--- config.mk ---
export PLATFORM = sky130hd
export DESIGN_NAME = mac_sequencer
export DESIGN_NICKNAME = d
export VERILOG_FILES = /design/src/rtl/mac_pkg.sv /design/src/rtl/mac_seq_watchdog.sv /design/src/rtl/mac_sequencer.sv
export SDC_FILE = /design/constraint.sdc
export NUM_CORES = 1
export LEC_CHECK = 0
export CAP_MARGIN = 20
export CORE_ASPECT_RATIO = 1.25
export CORE_MARGIN = 5
export CORE_UTILIZATION = 45
export CTS_BUF_LIST = sky130_fd_sc_hd__clkbuf_4 sky130_fd_sc_hd__clkbuf_8
export DETAILED_ROUTE_END_ITERATION = 12
export GPL_TIMING_DRIVEN = 0
export PLACE_DENSITY = 0.8
export SLEW_MARGIN = 5
export SYNTH_ARGS = -nofsm -noshare
export SYNTH_HDL_FRONTEND = slang
export SYNTH_HIERARCHICAL = 1
export SYNTH_SLANG_ARGS = --single-unit
--- constraint.sdc ---
create_clock -name clk -period 1.6 [get_ports clk]
set_input_delay 0.16 -clock clk [delete_from_list [all_inputs] [get_ports clk]]
set_output_delay 0.16 -clock clk [all_outputs]
set_load 0.02 [all_outputs]
--- src/rtl/mac_pkg.sv ---
// rtl/mac_pkg.sv - shared types and default constants for the MAC step sequencer
//
// Purpose : FSM state encoding and the default parameter values used by
//           mac_sequencer and mac_seq_watchdog.
// Contents: mac_state_e, MAC_WIDTH_CNT_DEF, MAC_TIMEOUT_CYC_DEF
package mac_pkg;

  localparam int MAC_WIDTH_CNT_DEF   = 5;
  localparam int MAC_TIMEOUT_CYC_DEF = 255;

  typedef enum logic [1:0] {
    ST_IDLE = 2'd0,
    ST_CLR  = 2'd1,
    ST_RUN  = 2'd2,
    ST_DONE = 2'd3
  } mac_state_e;

endpackage

--- src/rtl/mac_seq_watchdog.sv ---
// rtl/mac_seq_watchdog.sv - stall-cycle watchdog for the MAC step sequencer
//
// Purpose : counts consecutive stall cycles and flags expiry on the
//           TIMEOUT_CYC-th one.
// Ports   : clk, rst_n   clock, synchronous active-low reset
//           stall        step offered but not accepted this cycle
//           clear        restart the count (handshake or not running)
//           expired      high during the stall cycle that reaches TIMEOUT_CYC
module mac_seq_watchdog
  import mac_pkg::*;
#(
  parameter int TIMEOUT_CYC = MAC_TIMEOUT_CYC_DEF
) (
  input  logic clk,
  input  logic rst_n,
  input  logic stall,
  input  logic clear,
  output logic expired
);

  // The counter only needs to reach TIMEOUT_CYC-1; expiry is decoded on the
  // stall cycle that would make it TIMEOUT_CYC.
  localparam int CW = (TIMEOUT_CYC < 2) ? 1 : $clog2(TIMEOUT_CYC);

  logic [CW-1:0] cnt;

  assign expired = stall && (cnt == CW'(TIMEOUT_CYC - 1));

  always_ff @(posedge clk) begin
    if (!rst_n) begin
      cnt <= '0;
    end else if (clear) begin
      cnt <= '0;
    end else if (stall && !expired) begin
      cnt <= cnt + 1'b1;
    end
  end

endmodule

--- src/rtl/mac_sequencer.sv ---
// rtl/mac_sequencer.sv - step sequencer driving a MAC datapath through one job
//
// Purpose : accepts a job of len steps, clears the step counter, offers steps
//           0..len-1 with a valid/ready handshake, then pulses done and sets
//           a sticky interrupt.
// Build   : define MAC_SEQ_TIMEOUT_EN to add the stall watchdog and err_o.
// Ports   : clk, rst_n          clock, synchronous active-low reset
//           start_i, len_i      job request and length (sampled in IDLE)
//           step_valid_o/_ready_i, step_idx_o  step handshake and index
//           cnt_en_o, cnt_clr_o step counter enable / clear
//           busy_o, done_o      job activity and completion pulse
//           irq_o, irq_ack_i    sticky completion interrupt and its clear
//           err_o               sticky timeout flag (MAC_SEQ_TIMEOUT_EN only)
module mac_sequencer
  import mac_pkg::*;
#(
  parameter int WIDTH_CNT   = MAC_WIDTH_CNT_DEF,
  parameter int TIMEOUT_CYC = MAC_TIMEOUT_CYC_DEF
) (
  input  logic                 clk,
  input  logic                 rst_n,
  input  logic                 start_i,
  input  logic [WIDTH_CNT-1:0] len_i,
  output logic                 step_valid_o,
  input  logic                 step_ready_i,
  output logic [WIDTH_CNT-1:0] step_idx_o,
  output logic                 cnt_en_o,
  output logic                 cnt_clr_o,
  output logic                 busy_o,
  output logic                 done_o,
  output logic                 irq_o,
`ifdef MAC_SEQ_TIMEOUT_EN
  output logic                 err_o,
`endif
  input  logic                 irq_ack_i
);

  mac_state_e           state, state_nxt;
  logic [WIDTH_CNT-1:0] len_q;
  logic [WIDTH_CNT-1:0] idx_q;
  logic                 irq_q;
  logic                 last_step;
  logic                 abort;

  assign step_valid_o = (state == ST_RUN);
  assign step_idx_o   = step_valid_o ? idx_q : '0;
  assign cnt_en_o     = step_valid_o && step_ready_i;
  assign cnt_clr_o    = (state == ST_CLR);
  assign busy_o       = (state != ST_IDLE);
  assign done_o       = (state == ST_DONE);
  assign irq_o        = irq_q;

  // len_q is non-zero whenever RUN is entered, so len_q-1 cannot underflow here.
  assign last_step = (idx_q == len_q - WIDTH_CNT'(1));

`ifdef MAC_SEQ_TIMEOUT_EN
  logic err_q;
  logic wd_stall;
  logic wd_clear;

  assign wd_stall = step_valid_o && !step_ready_i;
  assign wd_clear = !step_valid_o || cnt_en_o;
  assign err_o    = err_q;

  mac_seq_watchdog #(
    .TIMEOUT_CYC(TIMEOUT_CYC)
  ) u_watchdog (
    .clk    (clk),
    .rst_n  (rst_n),
    .stall  (wd_stall),
    .clear  (wd_clear),
    .expired(abort)
  );

  always_ff @(posedge clk) begin
    if (!rst_n) begin
      err_q <= 1'b0;
    end else if (abort) begin
      err_q <= 1'b1;
    end else if (irq_ack_i) begin
      err_q <= 1'b0;
    end
  end
`else
  logic unused_timeout;

  assign abort          = 1'b0;
  assign unused_timeout = (TIMEOUT_CYC != 0);
`endif

  always_comb begin
    state_nxt = state;
    case (state)
      ST_IDLE: if (start_i) state_nxt = ST_CLR;
      ST_CLR:  state_nxt = (len_q != '0) ? ST_RUN : ST_DONE;
      ST_RUN:  if ((cnt_en_o && last_step) || abort) state_nxt = ST_DONE;
      ST_DONE: state_nxt = ST_IDLE;
      default: state_nxt = ST_IDLE;
    endcase
  end

  always_ff @(posedge clk) begin
    if (!rst_n) begin
      state <= ST_IDLE;
      len_q <= '0;
      idx_q <= '0;
      irq_q <= 1'b0;
    end else begin
      state <= state_nxt;

      if (state == ST_IDLE && start_i) begin
        len_q <= len_i;
      end

      // The index stops at len-1 on the final handshake, so it never wraps.
      if (state == ST_CLR) begin
        idx_q <= '0;
      end else if (cnt_en_o && !last_step) begin
        idx_q <= idx_q + WIDTH_CNT'(1);
      end

      // Setting in DONE takes priority over a simultaneous acknowledge.
      if (state == ST_DONE) begin
        irq_q <= 1'b1;
      end else if (irq_ack_i) begin
        irq_q <= 1'b0;
      end
    end
  end

endmodule

==> reports/results.tsv <==
metric	value	unit
Int Pwr	853.8	µW
Post-Place Worst Slack	-0.2675	ns
Syn-to-layout area delta	41.83	%
Seq cells post-synth	13	
Worst Skew	0.01104	ns
critical path's top delay family	compound AO/OA/AOI/OAI gates	
Syn Inst Count	106	
Antenna Cells	0	
Fin. Hold Viols	0	
Synth Warn #	6	
Tmin final	1.678	ns
Clock Sink Count	13	
Fmax	595.9	MHz
dpl cell area	0.001084	mm²
Combinational Power Share	54.6	%
die area	0.002821	mm²
Pwr Density	1265	mW/mm²
core outline area	0.001765	mm²
max-cap violation count	0	
syn nets	123	
CP endpoint kind	flop	
CP max-delay cell	dfxtp_2	
slowest cell delay on critical path	0.35	ns
WL per Instance	14.13	µm
Syn Area/Cell	7.873	µm²
relative slew slack	77.24	%
DRT Wirelength	2.162	mm
outcome	complete, but fails checks	
mux contribution to synthesized area	2.399	%
Final ANT Viol Nets	0	
critical-path maximum fanout	5	
Final period util	104.9	%
most frequent cells in the layout	13 x nand2_1, 10 x clkdlybuf4s50_1, 9 x dfxtp_1	
startpoint types	flop	
Setup TNS	-0.2646	ns
Required @ worst endpoint	1.81	ns
setup ws final	-0.07812	ns
via total after detailed routing	882	
Clock Pin Slew Worst Setup and Hold Paths	0.09	ns
Tot Pwr	1497	µW
Clock Path Buffers	2	
Root Driver	clkbuf_4	
Synth cell types	29	
largest family of logic cells by synthesized area	simple AND/OR/NAND/NOR gates	
final max-slew violation count	0	
Top FF cell, synth	dfxtp_1	
Layout Cell Area excl Fill	0.001184	mm²
Overflow after GRT	0	
CP Buf/Inv Count	1	
GPL Wtd Cong	0.7933	
Sw Share	42.98	%
DIE HEIGHT	58.15	µm
area fraction in compound gates after synthesis	19.49	%
Reg power frac	29.8	%
starting density of the core	47.27	%
Post-Synth Adder-Cell Area	10.49	%
actual slew at the worst max-slew pin	0.3383	ns
CTS tree	yes	
leakage power	0.0005055	µW
largest net degree at the start of global routing	11	
input/output buffers	20	
Arr. time, crit path	1.89	ns
I/O pin count	21	
fillcell total	155	
P_sw	643.5	µW
Post-Synth Simple-Gate Area	24.74	%
placed cell count	145	
Nets	152	
endpoints failing setup	7	
most common cell after layout, fill and taps aside	nand2_1	
Via density	5.765	
initial antenna violation count	0	
Detailed Place HPWL	1.559	mm
Seq/Total Area, Yosys	31.18	%
layout cells sized above 1	26.87	%
hold_buf cts	0	
failing checks	setup timing	
post-synthesis xor/xnor area fraction	6.297	%
clock power share	15.6	%
worst hold path class	in -> reg	
DRC	0	
Multi-input gate area	596.8	µm²
H-tree Lvls	1	
Post-Layout Cell Count	153	
critical-path cell list	inv_2, ha_4, xnor2_2, a22oi_2, o2111a_2, or3_4, a21oi_2	
All-Layer GR Usage	15.74	%
RSZ-0062 raised after global routing	yes	
critical path class	reg -> reg	
synthesized area	834.6	µm²
vias in the first global route	853	
EDFF count, synth	0	
drt pass-1 iters	4	
FP Rows	17	
die width	48.52	µm
Synth async-reset ratio	0	%
FF/Latch Area	265.3	µm²
peak supply drop	0.0009856	V
Num CTS Buffers	3	
Clock Latency Late Sink	0.29	ns
first-pass GRT wire length	3.622	mm
Initial DRC Count	13	
-- through the flow --
| stage | hold WS (ns) | utilization [%] |
|---|---|---|
| after CTS | 0.4199 | 65.34 |
| final | 0.4200 | 67.04 |
| after detailed placement | 0.4790 | 61.37 |
| after global placement | 0.4697 | 61.37 |
| after floorplan | 0.3000 | - |
| after global routing | 0.4399 | 67.04 |
-- final cells by class --
cell class | count | share of cell area (%)
multi-input combinational | 83 | 50.42
buffer | 1 | 0.9514
sequential | 13 | 22.41
timing repair buffer | 24 | 18.82
clock buffer | 4 | 2.537
inverter | 9 | 2.854
tap | 19 | 2.008
-- timing repair --
action	4_1_cts	5_1_grt
pin swaps	6	7
gates resized for setup	30	14
setup endpoints to repair	17	11
setup buffers	2	2
-- worst register-to-register path: stages, from the launching register on --
cell and delay, ns:
dfxtp_2 0.35, inv_2 0.04, ha_4 0.17, xnor2_2 0.17
a22oi_2 0.09, o2111a_2 0.31, or3_4 0.34, a21oi_2 0.14
-- routing by layer --
layer	part of all wire, %	track usage (%)
met1	41	17.29
met2	53	28.92
met3	4.2	2.828
met4	2.0	7.308
met5	0	0
-- power groups by stage --
| stage | combinational [µW] | sequential (µW) | clock, µW |
|---|---|---|---|
| after floorplan | 528 | 428 | 0 |
| after global placement | 726 | 437 | 0 |
| after detailed placement | 745 | 442 | 0 |
| after CTS | 769 | 440 | 234 |
| after global routing | 914 | 454 | 252 |
| final | 817 | 446 | 234 |
-- synthesized netlist by cell type (all sizes together), types with 2 or more instances --
cell / number / share of area, %
xnor2: 4 / 4.2
o31ai: 2 / 1.8
mux2i: 2 / 2.4
ha: 7 / 10
nor2: 8 / 3.6
a31oi: 2 / 1.5
xor2: 2 / 2.1
inv: 9 / 4.0
nand2: 14 / 6.3
nand3: 8 / 4.8
a21oi: 9 / 5.4
nor4: 2 / 1.5
a41o: 2 / 2.4
dfxtp: 13 / 31
and2: 5 / 3.7
nor3: 3 / 1.8
o21ai: 3 / 1.8
-- path summary, 6_finish.rpt --
kind | startpoint | endpoint | slack [ns] | cells after the start
worst max-delay path | len_q[0]$_SDFFE_PN0P_ | idx_q[0]$_SDFFE_PP0P_ | -0.08 | 7
worst min-delay path | len_i[0] | len_q[0]$_SDFFE_PN0P_ | 0.42 | 3
worst max register to register | len_q[0]$_SDFFE_PN0P_ | idx_q[0]$_SDFFE_PP0P_ | -0.08 | 7
worst min register to register | irq_o$_SDFFE_PN0P_ | irq_o$_SDFFE_PN0P_ | 0.49 | 2
-- cells by family after synthesis --
logic type | Yosys count
fa+ha+maj | 7
mux | 2
compound gates | 24
xor+xnor | 6
flops | 13
buf+inv | 10
simple gates | 44
-- sequential cells by signal, summed over array words and instances, names as in the netlist --
name,count
idx_q,5
irq_o,1
len_q,5
state,2
Note: power is estimated with default switching activity, not from simulation.
